`src/rtl/game_render_pkg.sv`:
```
// game_render_pkg
//   Shared types and constants for the 2048 background render path.
//   fade_state_t : brightness sequencer states
//   LEVEL_MAX    : full brightness level (palette colour unchanged)
//   PIPE_LAT     : draw coordinate to DAC colour latency in pixel clocks
//   scale_colour : 4-bit channel scaled by a 0..16 level
package game_render_pkg;

    typedef enum logic [1:0] {
        BLACK,
        FADE_IN,
        SHOWN,
        FADE_OUT
    } fade_state_t;

    localparam int unsigned LEVEL_MAX = 16;
    localparam int unsigned PIPE_LAT  = 3;

    // (c * lvl) >> 4 on a 9-bit product; lvl = 16 returns c unchanged.
    function automatic logic [3:0] scale_colour(input logic [3:0] c, input logic [4:0] lvl);
        return 4'((9'(c) * 9'(lvl)) >> 4);
    endfunction

endpackage

```
`src/rtl/game_render_ctrl_fade.sv`:
```
// fade_level_fsm
//   Frame-synchronous brightness sequencer. Level only moves on frame_start.
//   Ports:
//     clk, reset_n              pixel clock, async active-low reset
//     frame_start               start-of-vblank pulse
//     fade_in_req/fade_out_req  one-cycle requests (fade_out_req has priority)
//     level                     brightness 0..16
//     busy                      high while fading
//     fade_done                 one-cycle pulse when a fade completes
module fade_level_fsm
    import game_render_pkg::*;
#(
    parameter int unsigned FADE_FRAMES = 2
) (
    input  logic       clk,
    input  logic       reset_n,
    input  logic       frame_start,
    input  logic       fade_in_req,
    input  logic       fade_out_req,
    output logic [4:0] level,
    output logic       busy,
    output logic       fade_done
);

    localparam int unsigned CNT_W = (FADE_FRAMES > 1) ? $clog2(FADE_FRAMES) : 1;

    fade_state_t      state;
    logic [CNT_W-1:0] step_cnt;

    always_ff @(posedge clk or negedge reset_n) begin
        if (!reset_n) begin
            state     <= BLACK;
            step_cnt  <= '0;
            level     <= '0;
            busy      <= 1'b0;
            fade_done <= 1'b0;
        end else begin
            fade_done <= 1'b0;
            if (fade_out_req && (state == FADE_IN || state == SHOWN)) begin
                state    <= FADE_OUT;
                step_cnt <= '0;
                busy     <= 1'b1;
            end else if (fade_in_req && !fade_out_req && (state == FADE_OUT || state == BLACK)) begin
                state    <= FADE_IN;
                step_cnt <= '0;
                busy     <= 1'b1;
            end else if (frame_start && (state == FADE_IN || state == FADE_OUT)) begin
                if (step_cnt == CNT_W'(FADE_FRAMES - 1)) begin
                    step_cnt <= '0;
                    // Bound tests use >= / <= so a reversal parked at an end level still finishes.
                    if (state == FADE_IN) begin
                        if (level < 5'(LEVEL_MAX)) level <= level + 5'd1;
                        if (level >= 5'(LEVEL_MAX - 1)) begin
                            state     <= SHOWN;
                            busy      <= 1'b0;
                            fade_done <= 1'b1;
                        end
                    end else begin
                        if (level != '0) level <= level - 5'd1;
                        if (level <= 5'd1) begin
                            state     <= BLACK;
                            busy      <= 1'b0;
                            fade_done <= 1'b1;
                        end
                    end
                end else begin
                    step_cnt <= step_cnt + 1'b1;
                end
            end
        end
    end

endmodule

```
`src/rtl/game_render_ctrl.sv`:
```
// game_render_ctrl
//   Pixel fetch pipeline for the 2048 background image plus fade control.
//   Ports:
//     clk, reset_n                        pixel clock, async active-low reset
//     draw_x, draw_y                      current screen pixel
//     hs_in, vs_in, blank_n_in            timing generator outputs
//     frame_start, fade_in_req, fade_out_req  fade control pulses
//     rom_addr / rom_data                 image ROM (data 1 cycle after addr)
//     pal_index / pal_red,green,blue      palette lookup (combinational)
//     vga_r,g,b, vga_hs, vga_vs, vga_blank_n  DAC outputs, 3-cycle latency
//     level, busy, fade_done              fade status
module game_render_ctrl
    import game_render_pkg::*;
#(
    parameter int unsigned IMG_W       = 160,
    parameter int unsigned IMG_H       = 120,
    parameter int unsigned SCALE_SHIFT = 2,
    parameter int unsigned FADE_FRAMES = 2,
    parameter int unsigned ADDR_W      = 15
) (
    input  logic              clk,
    input  logic              reset_n,
    input  logic [9:0]        draw_x,
    input  logic [9:0]        draw_y,
    input  logic              hs_in,
    input  logic              vs_in,
    input  logic              blank_n_in,
    input  logic              frame_start,
    input  logic              fade_in_req,
    input  logic              fade_out_req,
    output logic [ADDR_W-1:0] rom_addr,
    input  logic [2:0]        rom_data,
    output logic [2:0]        pal_index,
    input  logic [3:0]        pal_red,
    input  logic [3:0]        pal_green,
    input  logic [3:0]        pal_blue,
    output logic [3:0]        vga_r,
    output logic [3:0]        vga_g,
    output logic [3:0]        vga_b,
    output logic              vga_hs,
    output logic              vga_vs,
    output logic              vga_blank_n,
    output logic [4:0]        level,
    output logic              busy,
    output logic              fade_done
);

    logic [9:0]          xi;
    logic [9:0]          yi;
    logic                in_img;
    logic [ADDR_W-1:0]   lin_addr;
    logic                oob;
    logic                oob_d;
    logic [PIPE_LAT-1:0] hs_pipe;
    logic [PIPE_LAT-1:0] vs_pipe;
    logic [PIPE_LAT-1:0] blank_pipe;

    assign xi       = draw_x >> SCALE_SHIFT;
    assign yi       = draw_y >> SCALE_SHIFT;
    assign in_img   = (32'(xi) < IMG_W) && (32'(yi) < IMG_H) && blank_n_in;
    assign lin_addr = ADDR_W'(32'(yi) * IMG_W + 32'(xi));

    assign pal_index   = rom_data;
    assign vga_hs      = hs_pipe[PIPE_LAT-1];
    assign vga_vs      = vs_pipe[PIPE_LAT-1];
    assign vga_blank_n = blank_pipe[PIPE_LAT-1];

    always_ff @(posedge clk or negedge reset_n) begin
        if (!reset_n) begin
            rom_addr   <= '0;
            oob        <= 1'b0;
            oob_d      <= 1'b0;
            vga_r      <= '0;
            vga_g      <= '0;
            vga_b      <= '0;
            hs_pipe    <= '0;
            vs_pipe    <= '0;
            blank_pipe <= '0;
        end else begin
            rom_addr   <= in_img ? lin_addr : '0;
            oob        <= !in_img;
            oob_d      <= oob;
            vga_r      <= oob_d ? '0 : scale_colour(pal_red,   level);
            vga_g      <= oob_d ? '0 : scale_colour(pal_green, level);
            vga_b      <= oob_d ? '0 : scale_colour(pal_blue,  level);
            hs_pipe    <= {hs_pipe[PIPE_LAT-2:0], hs_in};
            vs_pipe    <= {vs_pipe[PIPE_LAT-2:0], vs_in};
            blank_pipe <= {blank_pipe[PIPE_LAT-2:0], blank_n_in};
        end
    end

    fade_level_fsm #(
        .FADE_FRAMES(FADE_FRAMES)
    ) u_fade (
        .clk         (clk),
        .reset_n     (reset_n),
        .frame_start (frame_start),
        .fade_in_req (fade_in_req),
        .fade_out_req(fade_out_req),
        .level       (level),
        .busy        (busy),
        .fade_done   (fade_done)
    );

endmodule

```
`config.mk`:
```
export PLATFORM = sky130hd
export DESIGN_NAME = game_render_ctrl
export DESIGN_NICKNAME = d
export VERILOG_FILES = /design/src/rtl/game_render_pkg.sv /design/src/rtl/game_render_ctrl_fade.sv /design/src/rtl/game_render_ctrl.sv
export SDC_FILE = /design/constraint.sdc
export NUM_CORES = 1
export LEC_CHECK = 0
export CELL_PAD_IN_SITES_DETAIL_PLACEMENT = 0
export CELL_PAD_IN_SITES_GLOBAL_PLACEMENT = 1
export CORE_ASPECT_RATIO = 1.2
export CORE_MARGIN = 5
export CORE_UTILIZATION = 49
export CTS_CLUSTER_DIAMETER = 100
export DETAILED_ROUTE_END_ITERATION = 16
export DONT_BUFFER_PORTS = 1
export HOLD_SLACK_MARGIN = 0.12
export PLACE_DENSITY = 0.9
export RECOVER_POWER = 25
export SYNTH_ARGS = -nofsm -noshare
export SYNTH_HDL_FRONTEND = slang
export SYNTH_HIERARCHICAL = 1
export SYNTH_SLANG_ARGS = --single-unit
```
`constraint.sdc`:
```
create_clock -name clk -period 3.7 [get_ports clk]
set_clock_uncertainty 0.1 [all_clocks]
set_input_delay 0.74 -clock clk [delete_from_list [all_inputs] [get_ports clk]]
set_output_delay 0.74 -clock clk [all_outputs]
set_load 0.005 [all_outputs]
```
==> impl_results.md <==
- CTS max path bufs: 2
- Most frequent cells after synthesis: ha_1, dfrtp_1, inv_1
- Clk_lat worst skew: 300 ps
- Clock root buffer: clkbuf_8
- Synthesized area per cell: 9.94 um^2
- Top-area cell type share of the netlist area: 32.6%
- Crit path buf inv count: 2
- DRC Markers: 0
- Vias: 2522
- Post-synth net total: 472
- Yosys cell types: 48
- Drt wl/cell: 15.4 um
- Vias in the first global route: 2655
- Worst-margin pin slew: 2520 ps
- Sequential element share of the synthesized area: between 30% and 40%
- Maxcap violations: 1
- Cts repair resizes: 0
- Hold Crit Class: register to register
- Total power: 2.29 mW
- Initial cell density of the core: 49.9%
- Number of diodes: 0
- CTS Buf Count: 5
- Initial antenna violation count: 0
- Final worst path period share: 94.9%
- Pre-antenna DRT Iters: 4
- Met2 wire len: 3960 um
- Largest net degree at the start of global routing: 48
- Most numerous cell in the Yosys netlist: ha_1
- Max stage delay on crit path: 540 ps
- Area Growth Syn to Fin: 6.27%
- # setup viols final: 0
- Slowest stage cell, crit path: dfrtp_1
- Cell family with most CP delay: adder cells
- Setup TNS: 0 ps
- FF+latch count, synth: 47
- Placer Congestion: 0.832
- # clock sinks: 47
- Post-Synthesis Cell Area: 3610 um^2
- Yosys top cell by area: dfrtp_1
- Metal-1 WL: 2550 um
- Crit. End Element: register
- Detail Route Antenna Nets: 0
- I/O pin cnt: between 80 and 90
- CP max FO: 14
- First-pass GRT wire length: 11900 um
- Max frequency: 285 MHz
- Maximum VDD drop: approximately 0.00031 V
- CTS H-tree lvls: 2
- Gr usage total: 16.2%
- Routed wire length: 7070 um
- GR Overflow Total: 0
- Met3 wire len: between 400 and 500 um
- Failing checks: capacitance limit, slew limit
- Req. time, crit path: 3780 ps
- Die Height: 104 um
- CP cell instances: and2_1, fa_1, inv_1, fa_1, inv_1, ha_1, and3_1, a221o_1, a31oi_1, xnor2_1, nor2_1
- Die ar.: 9190 um^2
- DRT iter0 DRCs: 75
- Slew Limit Headroom: -68.0%
- EDFF count, synth: 0
- DP Wirelength: 5580 um
- Core ar.: 7230 um^2
- Worst Path Arrival: 3590 ps
- Worst-path clk slew: 90 ps
- RSZ-0062 raised after global routing: no
- Die X: 88.4 um
- FFs w/ async S/R, synth: between 90% and 100%
- Post-Synthesis Cells: 363
- CTS tree: done
- Tmin final: between 3000 and 4000 ps
- Ys Warns: 6
- Top routing layer in use: met4
- Startpoint types: register
- P_leak: 1.91 nW
- Hold Vio Cnt, Final: 0
- Fin. max-slew vios: 48
- Main synth FF type: dfrtp_1
- # port buffers: 0
- Setup CP Type: register to register
- Cell Pwr Density: 596 nW/um^2
- Final nets: 478
- Synth area leaders: dfrtp_1, ha_1, fa_1
- FP Rows: 34
- DR vias/cell: about 5.5
- Status: finished with violations
- Fraction of layout cells with a size suffix above 1: approximately 5.7%
==> report_power, final <==
group	internal, mW	total [mW]	switching [mW]	leakage, nW
sequential	0.589	0.703	0.114	0.603
combinational	0.575	1.26	0.681	1.26
clock	0.140	0.328	0.188	0.0467
==> layout by cell type, fill, tap and decap left out, drive strengths merged, types with 7 or more instances in the layout <==
cell type / instances
ha: 49
dfrtp: 47
inv: 39
and2: 32
nand2: 30
nor2: 24
xnor2: 20
fa: 17
xor2: 10
buf: 9
a31oi: 8
o21ai: 7
==> final timing paths <==
kind | startpoint | endpoint | slack (ps) | cells past startpoint
worst max-delay path | u_fade/level[1]$_DFFE_PN0P_ | vga_g[3]$_DFF_PN0_ | 190 | 11
worst min-delay path | blank_pipe[0]$_DFF_PN0_ | blank_pipe[1]$_DFF_PN0_ | 250 | 0
worst max register to register | u_fade/level[1]$_DFFE_PN0P_ | vga_g[3]$_DFF_PN0_ | 190 | 11
worst min register to register | blank_pipe[0]$_DFF_PN0_ | blank_pipe[1]$_DFF_PN0_ | 250 | 0
max in group asynchronous | reset_n | u_fade/state[0]$_DFFE_PN0P_ | 970 | 1
min in group asynchronous | reset_n | vga_r[1]$_DFF_PN0_ | 1120 | 1
==> final cells by class <==
cell class,instances,area (um^2)
fillers,674,3400
multi-input cells,268,2240
flip-flops and latches,47,1180
inverters,37,139
well taps,90,113
repair buffers,10,71.3
clock buffers,5,68.8
clock inverters,3,27.5
==> registers in the layout, summed over array words and instances, names as in the netlist, 2 cells and up <==
signal	flops
rom_addr	15
u_fade/level	5
vga_b	4
vga_g	4
vga_r	4
blank_pipe	3
hs_pipe	3
vs_pipe	3
u_fade/state	2
==> stage by stage <==
step / hold slack (ps) / util [%] / std cells / instance area [um^2] / worst slack, ps
after floorplan: 231 / - / 363 / 3610 / 225
after global placement: 232 / 51.7 / 451 / 3740 / 105
after detailed placement: 235 / 51.7 / 451 / 3740 / 44.1
after CTS: 177 / 53.4 / 460 / 3860 / 179
after global routing: 273 / 53.0 / 460 / 3840 / 16.0
final: 255 / 53.0 / 460 / 3840 / 190
==> cell families (layout without fill, tap and decap cells) <==
group / after synthesis / after routing / synth area share [%]
compound gates: 50 / 50 / 9.91
flops: 47 / 47 / 32.6
mux: 3 / 3 / 0.867
xor+xnor: 30 / 30 / 7.28
buf+inv: 48 / 55 / 5.34
fa+ha+maj: 66 / 66 / 26.4
simple gates: 119 / 119 / 17.6
==> layer usage <==
metal / GRT usage (%) / up-vias
met5: 0 / -
met2: 29.7 / 52
met3: 4.75 / 7
met1: 16.7 / 1231
met4: 5.94 / 0
li1: - / 1232
==> repair_timing <==
action                                 4_1_cts  5_1_grt
buffers inserted                             0        0
endpoints found under the hold margin       47        0
setup endpoints to repair                    0        0
hold buffers                                 1        0
Note: power is estimated with default switching activity, not from simulation.
